===== config.mk =====
export PLATFORM = sky130hd
export DESIGN_NAME = calc_sequencer
export DESIGN_NICKNAME = d
export VERILOG_FILES = /design/src/rtl/calc_pkg.sv /design/src/rtl/digit_accum.sv /design/src/rtl/calc_sequencer.sv
export SDC_FILE = /design/constraint.sdc
export NUM_CORES = 1
export LEC_CHECK = 0
export BUFFER_PORTS_ARGS = -buffer_cell sky130_fd_sc_hd__buf_2
export CORE_ASPECT_RATIO = 0.75
export CORE_UTILIZATION = 50
export CTS_CLUSTER_SIZE = 28
export DETAILED_ROUTE_END_ITERATION = 6
export PLACE_DENSITY_LB_ADDON = 0.1
export SLEW_MARGIN = 5
export SYNTH_ARGS = -nofsm -noshare
export SYNTH_HDL_FRONTEND = slang
export SYNTH_SLANG_ARGS = --single-unit

===== constraint.sdc =====
create_clock -name clk -period 2.3 [get_ports clk]
set_clock_uncertainty 0.1 [all_clocks]
set_input_delay 0.69 -clock clk [delete_from_list [all_inputs] [get_ports clk]]
set_output_delay 0.69 -clock clk [all_outputs]
set_load 0.1 [all_outputs]

===== src/rtl/calc_pkg.sv =====
`default_nettype none
// ============================================================================
//  Module      : calc_pkg
//  Description : Shared definitions for the calculator sequencer: keypad key
//                codes, ALU operation codes, sequencer states and small key
//                decode helpers.
//  Revision    : 1.0 - initial release
// ============================================================================
package calc_pkg;

  // Keypad key codes as delivered by the keypad scanner
  localparam logic [4:0] T_0    = 5'd0;
  localparam logic [4:0] T_1    = 5'd1;
  localparam logic [4:0] T_2    = 5'd2;
  localparam logic [4:0] T_3    = 5'd3;
  localparam logic [4:0] T_4    = 5'd4;
  localparam logic [4:0] T_5    = 5'd5;
  localparam logic [4:0] T_6    = 5'd6;
  localparam logic [4:0] T_7    = 5'd7;
  localparam logic [4:0] T_8    = 5'd8;
  localparam logic [4:0] T_9    = 5'd9;
  localparam logic [4:0] T_A    = 5'd10;  // SUM
  localparam logic [4:0] T_B    = 5'd11;  // SUB
  localparam logic [4:0] T_C    = 5'd12;  // MUL
  localparam logic [4:0] T_D    = 5'd13;  // backspace when enabled
  localparam logic [4:0] T_ASTE = 5'd14;  // CLEAR
  localparam logic [4:0] T_HASH = 5'd15;  // EQUALS

  // ALU operation select
  localparam logic [1:0] OP_SUM = 2'd0;
  localparam logic [1:0] OP_SUB = 2'd1;
  localparam logic [1:0] OP_MUL = 2'd2;

  // Largest value representable by a two-digit operand
  localparam int         MAX_OPERAND = 99;
  localparam logic [1:0] DIGITS_MAX  = 2'd2;

  typedef enum logic [2:0] {
    S_A    = 3'd0,
    S_B    = 3'd1,
    S_EXEC = 3'd2,
    S_SHOW = 3'd3,
    S_ERR  = 3'd4
  } state_t;

  function automatic logic is_digit(input logic [4:0] k);
    return (k <= T_9);
  endfunction

  function automatic logic is_op(input logic [4:0] k);
    return (k == T_A) || (k == T_B) || (k == T_C);
  endfunction

  function automatic logic [1:0] key_to_op(input logic [4:0] k);
    logic [1:0] op;
    case (k)
      T_B:     op = OP_SUB;
      T_C:     op = OP_MUL;
      default: op = OP_SUM;
    endcase
    return op;
  endfunction

endpackage
`default_nettype wire


===== src/rtl/digit_accum.sv =====
`default_nettype none
// ============================================================================
//  Module      : digit_accum
//  Description : Two-digit decimal operand accumulator. Holds a 7-bit value
//                and the number of digits entered so far (0..2).
//                Priority: load > clr > push > bksp.
//  Ports       : clk, rst_n       - clock, async active-low reset
//                clr              - zero value and count
//                load/load_val/load_cnt - overwrite value and count
//                push/digit       - append a decimal digit (ignored at 2)
//                bksp             - drop last digit (ignored at 0)
//                value, count     - current operand and digit count
//  Revision    : 1.0 - initial release
// ============================================================================
module digit_accum (
  input  logic       clk,
  input  logic       rst_n,
  input  logic       clr,
  input  logic       load,
  input  logic [6:0] load_val,
  input  logic [1:0] load_cnt,
  input  logic       push,
  input  logic [3:0] digit,
  input  logic       bksp,
  output logic [6:0] value,
  output logic [1:0] count
);
  import calc_pkg::*;

  logic [6:0] r_value;
  logic [1:0] r_count;

  always_ff @(posedge clk or negedge rst_n) begin
    if (!rst_n) begin
      r_value <= 7'd0;
      r_count <= 2'd0;
    end else if (load) begin
      r_value <= load_val;
      r_count <= load_cnt;
    end else if (clr) begin
      r_value <= 7'd0;
      r_count <= 2'd0;
    end else if (push && (r_count != DIGITS_MAX)) begin
      // At most two digits, so the result never exceeds 99 and fits 7 bits
      r_value <= r_value * 7'd10 + {3'b000, digit};
      r_count <= r_count + 2'd1;
    end else if (bksp && (r_count != 2'd0)) begin
      r_value <= r_value / 7'd10;
      r_count <= r_count - 2'd1;
    end
  end

  assign value = r_value;
  assign count = r_count;

endmodule
`default_nettype wire


===== src/rtl/calc_sequencer.sv =====
`default_nettype none
// ============================================================================
//  Module      : calc_sequencer
//  Description : Keypad-driven controller for the calculator datapath. Builds
//                two-digit operands A and B from key events, selects the
//                operation, launches the external ALU with a start/done
//                handshake, latches the result and supports chaining/clear.
//  Ports       : clk, rst_n              - clock, async active-low reset
//                ativo, key_valid, key_code - keypad interface
//                op_a, op_b, op_sel, alu_start - ALU launch
//                alu_done, alu_result, alu_neg - ALU completion
//                result, result_neg, result_valid - held result for display
//                busy, err               - status
//  Options     : CALC_BACKSPACE_EN - when defined, key D deletes the last
//                digit of the operand being entered (S_A / S_B).
//  Revision    : 1.0 - initial release
// ============================================================================
module calc_sequencer #(
  parameter int RES_W   = 14,
  parameter int TIMEOUT = 64,
  parameter int CNT_W   = 7
) (
  input  logic             clk,
  input  logic             rst_n,
  input  logic             ativo,
  input  logic             key_valid,
  input  logic [4:0]       key_code,
  output logic [6:0]       op_a,
  output logic [6:0]       op_b,
  output logic [1:0]       op_sel,
  output logic             alu_start,
  input  logic             alu_done,
  input  logic [RES_W-1:0] alu_result,
  input  logic             alu_neg,
  output logic [RES_W-1:0] result,
  output logic             result_neg,
  output logic             result_valid,
  output logic             busy,
  output logic             err
);
  import calc_pkg::*;

`ifdef CALC_BACKSPACE_EN
  localparam logic c_bksp_en = 1'b1;
`else
  localparam logic c_bksp_en = 1'b0;
`endif

  state_t           r_state;
  state_t           w_next_state;
  logic [CNT_W-1:0] r_tcnt;
  logic [1:0]       r_op_sel;
  logic [RES_W-1:0] r_result;
  logic             r_result_neg;
  logic             r_result_valid;

  // Key decode
  logic       w_key_ok;
  logic       w_digit_key;
  logic       w_op_key;
  logic       w_star;
  logic       w_hash;
  logic       w_bksp_key;
  logic [3:0] w_digit;
  logic       w_chain_ok;
  logic       w_timeout;

  // Datapath control strobes
  logic       w_full_clr;
  logic       w_a_load;
  logic [6:0] w_a_load_val;
  logic [1:0] w_a_load_cnt;
  logic       w_a_push;
  logic       w_a_bksp;
  logic       w_b_clr;
  logic       w_b_push;
  logic       w_b_bksp;
  logic       w_sel_we;
  logic [1:0] w_sel_val;
  logic       w_res_latch;

  logic [1:0] w_cnt_a;
  logic [1:0] w_cnt_b;

  assign w_key_ok    = key_valid & ativo;
  assign w_digit_key = is_digit(key_code);
  assign w_op_key    = is_op(key_code);
  assign w_star      = (key_code == T_ASTE);
  assign w_hash      = (key_code == T_HASH);
  assign w_bksp_key  = c_bksp_en & (key_code == T_D);
  assign w_digit     = key_code[3:0];

  // A held result can seed operand A only if it is a non-negative 2-digit value
  assign w_chain_ok = !r_result_neg && (r_result <= RES_W'(MAX_OPERAND));

  // Counter holds c on cycle c of S_EXEC, so leaving on TIMEOUT-1 puts err
  // high exactly TIMEOUT cycles after the alu_start cycle.
  assign w_timeout = (r_tcnt == CNT_W'(TIMEOUT - 1));

  // --------------------------------------------------------------------------
  // State register
  // --------------------------------------------------------------------------
  always_ff @(posedge clk or negedge rst_n) begin
    if (!rst_n) begin
      r_state <= S_A;
    end else begin
      r_state <= w_next_state;
    end
  end

  // --------------------------------------------------------------------------
  // Next-state logic
  // --------------------------------------------------------------------------
  always_comb begin
    w_next_state = r_state;
    case (r_state)
      S_A: begin
        if (w_key_ok && w_op_key) w_next_state = S_B;
      end
      S_B: begin
        if (w_key_ok && w_star)                          w_next_state = S_A;
        else if (w_key_ok && w_hash && (w_cnt_b != 2'd0)) w_next_state = S_EXEC;
      end
      S_EXEC: begin
        // Abort beats a coincident alu_done; done beats the timeout
        if (w_key_ok && w_star) w_next_state = S_A;
        else if (alu_done)      w_next_state = S_SHOW;
        else if (w_timeout)     w_next_state = S_ERR;
      end
      S_SHOW: begin
        if (w_key_ok) begin
          if (w_digit_key || w_star) w_next_state = S_A;
          else if (w_op_key)         w_next_state = w_chain_ok ? S_B : S_ERR;
        end
      end
      S_ERR: begin
        if (w_key_ok && w_star) w_next_state = S_A;
      end
      default: w_next_state = S_A;
    endcase
  end

  // --------------------------------------------------------------------------
  // Output / control decode
  // --------------------------------------------------------------------------
  always_comb begin
    w_full_clr   = 1'b0;
    w_a_load     = 1'b0;
    w_a_load_val = 7'd0;
    w_a_load_cnt = 2'd0;
    w_a_push     = 1'b0;
    w_a_bksp     = 1'b0;
    w_b_clr      = 1'b0;
    w_b_push     = 1'b0;
    w_b_bksp     = 1'b0;
    w_sel_we     = 1'b0;
    w_sel_val    = OP_SUM;
    w_res_latch  = 1'b0;
    alu_start    = 1'b0;
    busy         = 1'b0;
    err          = 1'b0;
    case (r_state)
      S_A: begin
        if (w_key_ok) begin
          if (w_digit_key) begin
            w_a_push = (w_cnt_a != DIGITS_MAX);
          end else if (w_op_key) begin
            w_sel_we  = 1'b1;
            w_sel_val = key_to_op(key_code);
            w_b_clr   = 1'b1;
          end else if (w_star) begin
            w_full_clr = 1'b1;
          end else if (w_bksp_key) begin
            w_a_bksp = 1'b1;
          end
        end
      end
      S_B: begin
        if (w_key_ok) begin
          if (w_digit_key) begin
            w_b_push = (w_cnt_b != DIGITS_MAX);
          end else if (w_op_key) begin
            w_sel_we  = 1'b1;
            w_sel_val = key_to_op(key_code);
          end else if (w_star) begin
            w_full_clr = 1'b1;
          end else if (w_bksp_key) begin
            w_b_bksp = 1'b1;
          end
        end
      end
      S_EXEC: begin
        busy      = 1'b1;
        alu_start = (r_tcnt == '0);
        if (w_key_ok && w_star) w_full_clr  = 1'b1;
        else if (alu_done)      w_res_latch = 1'b1;
      end
      S_SHOW: begin
        if (w_key_ok) begin
          if (w_digit_key) begin
            // New calculation: clear everything, the digit becomes A
            w_full_clr   = 1'b1;
            w_a_load     = 1'b1;
            w_a_load_val = {3'b000, w_digit};
            w_a_load_cnt = 2'd1;
          end else if (w_op_key && w_chain_ok) begin
            // Chaining: previous result becomes a complete operand A
            w_a_load     = 1'b1;
            w_a_load_val = r_result[6:0];
            w_a_load_cnt = DIGITS_MAX;
            w_sel_we     = 1'b1;
            w_sel_val    = key_to_op(key_code);
            w_b_clr      = 1'b1;
          end else if (w_star) begin
            w_full_clr = 1'b1;
          end
        end
      end
      S_ERR: begin
        err = 1'b1;
        if (w_key_ok && w_star) w_full_clr = 1'b1;
      end
      default: ;
    endcase
  end

  // --------------------------------------------------------------------------
  // Datapath registers
  // --------------------------------------------------------------------------
  always_ff @(posedge clk or negedge rst_n) begin
    if (!rst_n) begin
      r_tcnt <= '0;
    end else if (r_state == S_EXEC) begin
      r_tcnt <= r_tcnt + CNT_W'(1);
    end else begin
      r_tcnt <= '0;
    end
  end

  always_ff @(posedge clk or negedge rst_n) begin
    if (!rst_n) begin
      r_op_sel <= OP_SUM;
    end else if (w_full_clr) begin
      r_op_sel <= OP_SUM;
    end else if (w_sel_we) begin
      r_op_sel <= w_sel_val;
    end
  end

  always_ff @(posedge clk or negedge rst_n) begin
    if (!rst_n) begin
      r_result       <= '0;
      r_result_neg   <= 1'b0;
      r_result_valid <= 1'b0;
    end else if (w_res_latch) begin
      r_result       <= alu_result;
      r_result_neg   <= alu_neg;
      r_result_valid <= 1'b1;
    end else if (w_full_clr) begin
      r_result_valid <= 1'b0;
    end
  end

  // --------------------------------------------------------------------------
  // Operand accumulators
  // --------------------------------------------------------------------------
  digit_accum u_acc_a (
    .clk      (clk),
    .rst_n    (rst_n),
    .clr      (w_full_clr),
    .load     (w_a_load),
    .load_val (w_a_load_val),
    .load_cnt (w_a_load_cnt),
    .push     (w_a_push),
    .digit    (w_digit),
    .bksp     (w_a_bksp),
    .value    (op_a),
    .count    (w_cnt_a)
  );

  digit_accum u_acc_b (
    .clk      (clk),
    .rst_n    (rst_n),
    .clr      (w_full_clr | w_b_clr),
    .load     (1'b0),
    .load_val (7'd0),
    .load_cnt (2'd0),
    .push     (w_b_push),
    .digit    (w_digit),
    .bksp     (w_b_bksp),
    .value    (op_b),
    .count    (w_cnt_b)
  );

  assign op_sel       = r_op_sel;
  assign result       = r_result;
  assign result_neg   = r_result_neg;
  assign result_valid = r_result_valid;

endmodule
`default_nettype wire


**After elaboration in Yosys (flattened, before gate mapping)**

Cells that the tools add are included.

- Bits in registers: 46
- Input bits: 25
- Output and inout port bits: 35

- $add $sub $neg: 5
- Multipliers: 2
- Magnitude comparators: 2
- Equality and inequality tests: 18
- Mux-type cells: 75
- Bitwise operators: 2
- Reduce and logical (&&, ||, !) cells: 22

Operators by type and width:

| kind | count |
|---|---|
| 7-bit two-way mux | 10 |
| 2-bit two-way mux | 17 |
| 3-bit two-way mux | 11 |
| 1-bit two-way mux | 31 |
| 5-bit by 4-bit == test with 1-bit output (second input constant) | 5 |
| 3-bit case mux with 5 select lines | 1 |
| 7-bit by 4-bit adder with 7-bit output | 2 |
| 14-bit by 7-bit less-or-equal comparator with 1-bit output (second input constant) | 1 |
| 7-bit by 3-bit multiplier with 6-bit output (second input constant) | 2 |
| 2-bit inequality test (second input constant) | 5 |
| 1-bit logical AND | 8 |
| 2-bit case mux with 2 select lines | 2 |
| 2-bit nonzero test | 4 |
| 7-bit by 1-bit adder with 7-bit output (second input constant) | 1 |
| 7-bit by 6-bit == test with 1-bit output (second input constant) | 1 |
| 7-bit logical NOT | 1 |
| 3-bit by 2-bit == test with 1-bit output (second input constant) | 2 |
| 3-bit inequality test (second input constant) | 2 |
| 6-bit AND reduction | 1 |
| 5-bit by 4-bit less-or-equal comparator with 1-bit output (second input constant) | 1 |
| 2-bit by 1-bit adder with 2-bit output (second input constant) | 2 |
| 4-bit inequality test (second input constant) | 1 |
| 1-bit case mux with 2 select lines | 2 |
| 2-bit OR reduction | 2 |
| 9 further kinds | 11 |

**Logic depth before layout (Yosys ltp)**

- Depth in word-level cells: 10
- Mapped depth: 9

**By module**

From an unflattened synthesis, not the netlist that was laid out.

- Cell total of the unflattened synthesis: 379
- Area, all modules: 3544.6 um2

Modules (own cells, without submodules):

| module | times used | cells each | area an instance (um2) | seq. area each (um2) |
|---|---|---|---|---|
| calc_sequencer | 1 | 161 | 1602.8 | 700.7 |
| digit_accum at u_acc_b | 1 | 111 | 1012.2 | 225.2 |
| digit_accum at u_acc_a | 1 | 107 | 929.6 | 225.2 |

**Least setup slack after synthesis**

Ideal clock, no wire load.

- Kind: reg-to-output
- Start point: register r_tcnt[0]
- End point: output alu_start
- Arrival: 3983 ps
- Required time: 1510 ps
- Setup slack: -2473 ps
- Stages on the path, launching flop included: 5
- Path buffers: 0
- Cell sequence: dfrtp_1 inv_1 ha_1 or4b_2 nor4_1

- Cells in the longest elaborated chain, start to end: 2

Ends and longest elaborated chain:

| element | RTL line | text |
|---|---|---|
| start: declaration | calc_sequencer.sv:51 | `logic [CNT_W-1:0] r_tcnt;` |
| start signal: assignment | calc_sequencer.sv:234 | `r_tcnt <= r_tcnt + CNT_W'(1);` |
| 7-bit logical NOT | calc_sequencer.sv:194 | `alu_start = (r_tcnt == '0);` |
| 1-bit two-way mux | calc_sequencer.sv:162 | `case (r_state)` |
| end: declaration | calc_sequencer.sv:31 | `output logic alu_start,` |

No other way between the ends.

**Final worst setup path**

Same ends and word-level chain as after synthesis.

==> results.cfg <==
[routing]
ant_nets = 0
dr.pass1.iters = 4
avgRoutedWirePerCell_um = 15.6
vias = 2574
wl_um = 7310
viasPerCell = 5.50
drc = 0
first_iter_violations = 99

[sta]
finalHoldViolations = 0
layout_setup_ws_ps = -340
period_minus_slack_ps = 2640
slew_viol_final = 0
rsz0062_at_grt = true
finalSetupViolations = 2
finalSetupTns_ps = -444
timing.final.crit_share_pct = 115
maxSlewHeadroom_pct = 68.7
worstMarginPinSlew_ps = 463
max_freq_ghz = 0.379

[final_layout]
nNetsFinal = 440
synthToLayoutAreaGrowth_pct = 39.1
layout_commonest_cell = buf_4
finish.instance_area_sq_um = 4040
final_cell_mix = buf_4, buf_2, dfrtp_1, nor2_1, xnor2_1
drive_gt1_share_pct = 48.1
final_util_pct = 73.9
diodes = 0

[placed_design]
io_buffer_count = 59
hpwl_um = 5630
placed_cell_area_sq_um = 3810
place.gp.congestion = 0.817

[cts]
clkSinkCount = 46
numCtsBuffers = 5
cts_tree = done
clk_path_buf_depth = 2
insertion_delay_ps = 300
root_buffer = clkbuf_8
htree_levels = 2
cts.clk_slew.worst_paths_ps = 90

[floorplan]
fp.dieW_um = 90.0
ios = 60
dieArea_sq_um = 6120
fp-row-count = 23
die_y_um = 68.0
core_sq_um = 5470
start_util_pct = 53.1

[logic_synthesis]
synth.distinct_cells = 56
yosysWarnings = 0
yosysTopAreaCell = dfrtp_1
netlist_instances = 274
ys_async_sr_fraction_pct = 100
yosysSeqAreaShare_pct = 39.6
synth_fp_nets = 322
synth_edf_count = 0
avgSynthCellArea_sq_um = 10.6
synth_area_sq_um = 2910
yosys.area.top_type_share_pct = 39.6
synth_ff_type = dfrtp_1
ys_ff_latch = 46
yosys-top-cells-area = dfrtp_1, ha_1, mux2_2, xnor2_1, mux2i_1

[setup_path]
crit_type = flip-flop to output port
reg2reg_depth = 9
endpoint_kind = output port
worstPathArrival_ps = 1850
r2r_slack_ps = -100
worst-path-max-fanout = 2
r2r_end = u_acc_a.value[6]
critPathRequiredTime_ps = 1510
start_kind = flip-flop
r2r_start = u_acc_a.value[3]

[grt]
grt_start_max_net_pins = 22
grt_pass1_wl_um = 12000
grt_pass1_vias = 2548
grtUsageTotal_pct = 25.4
overflow = 0
antenna_found_initial = 0

[outcome]
violations = setup timing
status = finished with violations

[flow_run]
maxCapViolations = 0

[hold_path]
hold_path.class = input pin to async pin
## logic make-up after synthesis
group	share of synthesized area (%)
multiplexers	9.69
adder cells (fa/ha/maj)	10.9
AND/OR/NAND/NOR	15.8
AO/OA/AOI/OAI	14.3
flip-flops	39.6
buffers and inverters	3.62
XOR/XNOR	6.03
## Yosys cell counts, types with 3 or more instances
cell / number
o21ai_0: 6
mux2i_1: 9
inv_1: 15
nor4_1: 4
o211ai_1: 4
mux2_2: 17
o22ai_1: 3
a2bb2oi_1: 4
xnor2_1: 17
a32oi_1: 3
fa_1: 4
and3_1: 4
nand3_1: 8
dfrtp_1: 46
buf_2: 6
a22oi_1: 4
o21a_1: 4
ha_1: 19
nand2_1: 16
xor2_1: 3
nand3b_1: 4
a21o_1: 3
nor2b_1: 3
nor2_1: 22
a21oi_1: 7
## repair_timing
item,4_1_cts,5_1_grt
pin swaps,4,9
endpoints found under the setup margin,3,10
gates resized for setup,3,10
buffers inserted,4,2
hold buffers,0,0
## layer usage
metal  global-route usage, %  share of wire, %  vias up  routed length (um)
met5                       0                 0        -                   0
met4                    7.46               1.6        0                 119
met3                    4.89               4.7       14                 344
met2                    42.7                47       67                3460
met1                    33.8                46     1262                3380
li1                        -                 -     1231                   -
## area by class of cell
cell class	instances	area (sq um)
multi-input combinational	205	1760
fill	427	1430
sequential	46	1180
timing repair buffer	119	807
tap	75	93.8
clock buffer	5	68.8
clock inverter	3	68.8
inverter	15	60.1
## worst max-delay path by stage
stage | start | to | slack, ps
2_1_floorplan | r_tcnt[0] | alu_start | -630
3_3_place_gp | key_code[1] | r_state[2] | -160
3_5_place_dp | key_code[2] | u_acc_b.value[6] | -230
4_1_cts | r_tcnt[0] | alu_start | -320
5_1_grt | r_tcnt[0] | alu_start | -410
6_report | r_tcnt[0] | alu_start | -340
## metrics by stage
step	hold slack [ps]	std cells	worst slack, ps
final	186	468	-340
after CTS	196	466	-325
after global placement	370	454	-157
after global routing	205	468	-409
after floorplan	294	274	-628
after detailed placement	382	454	-232
## state kept, by name, summed over array words and instances (netlist names)
name	flops
op_sel	2
u_acc_b.count	2
u_acc_a.count	2
result_valid	1
result	14
r_tcnt	7
u_acc_b.value	7
u_acc_a.value	7
r_state	3
result_neg	1
## critical path, stage by stage, from the launching register on
cell     delay, ps
dfrtp_1        390
inv_1           60
ha_1           140
or4b_4         470
nor4_4         270
buf_12         210
Power is not shown: default switching activity piles up to over one toggle a cycle in this logic, so the estimate is an artifact.
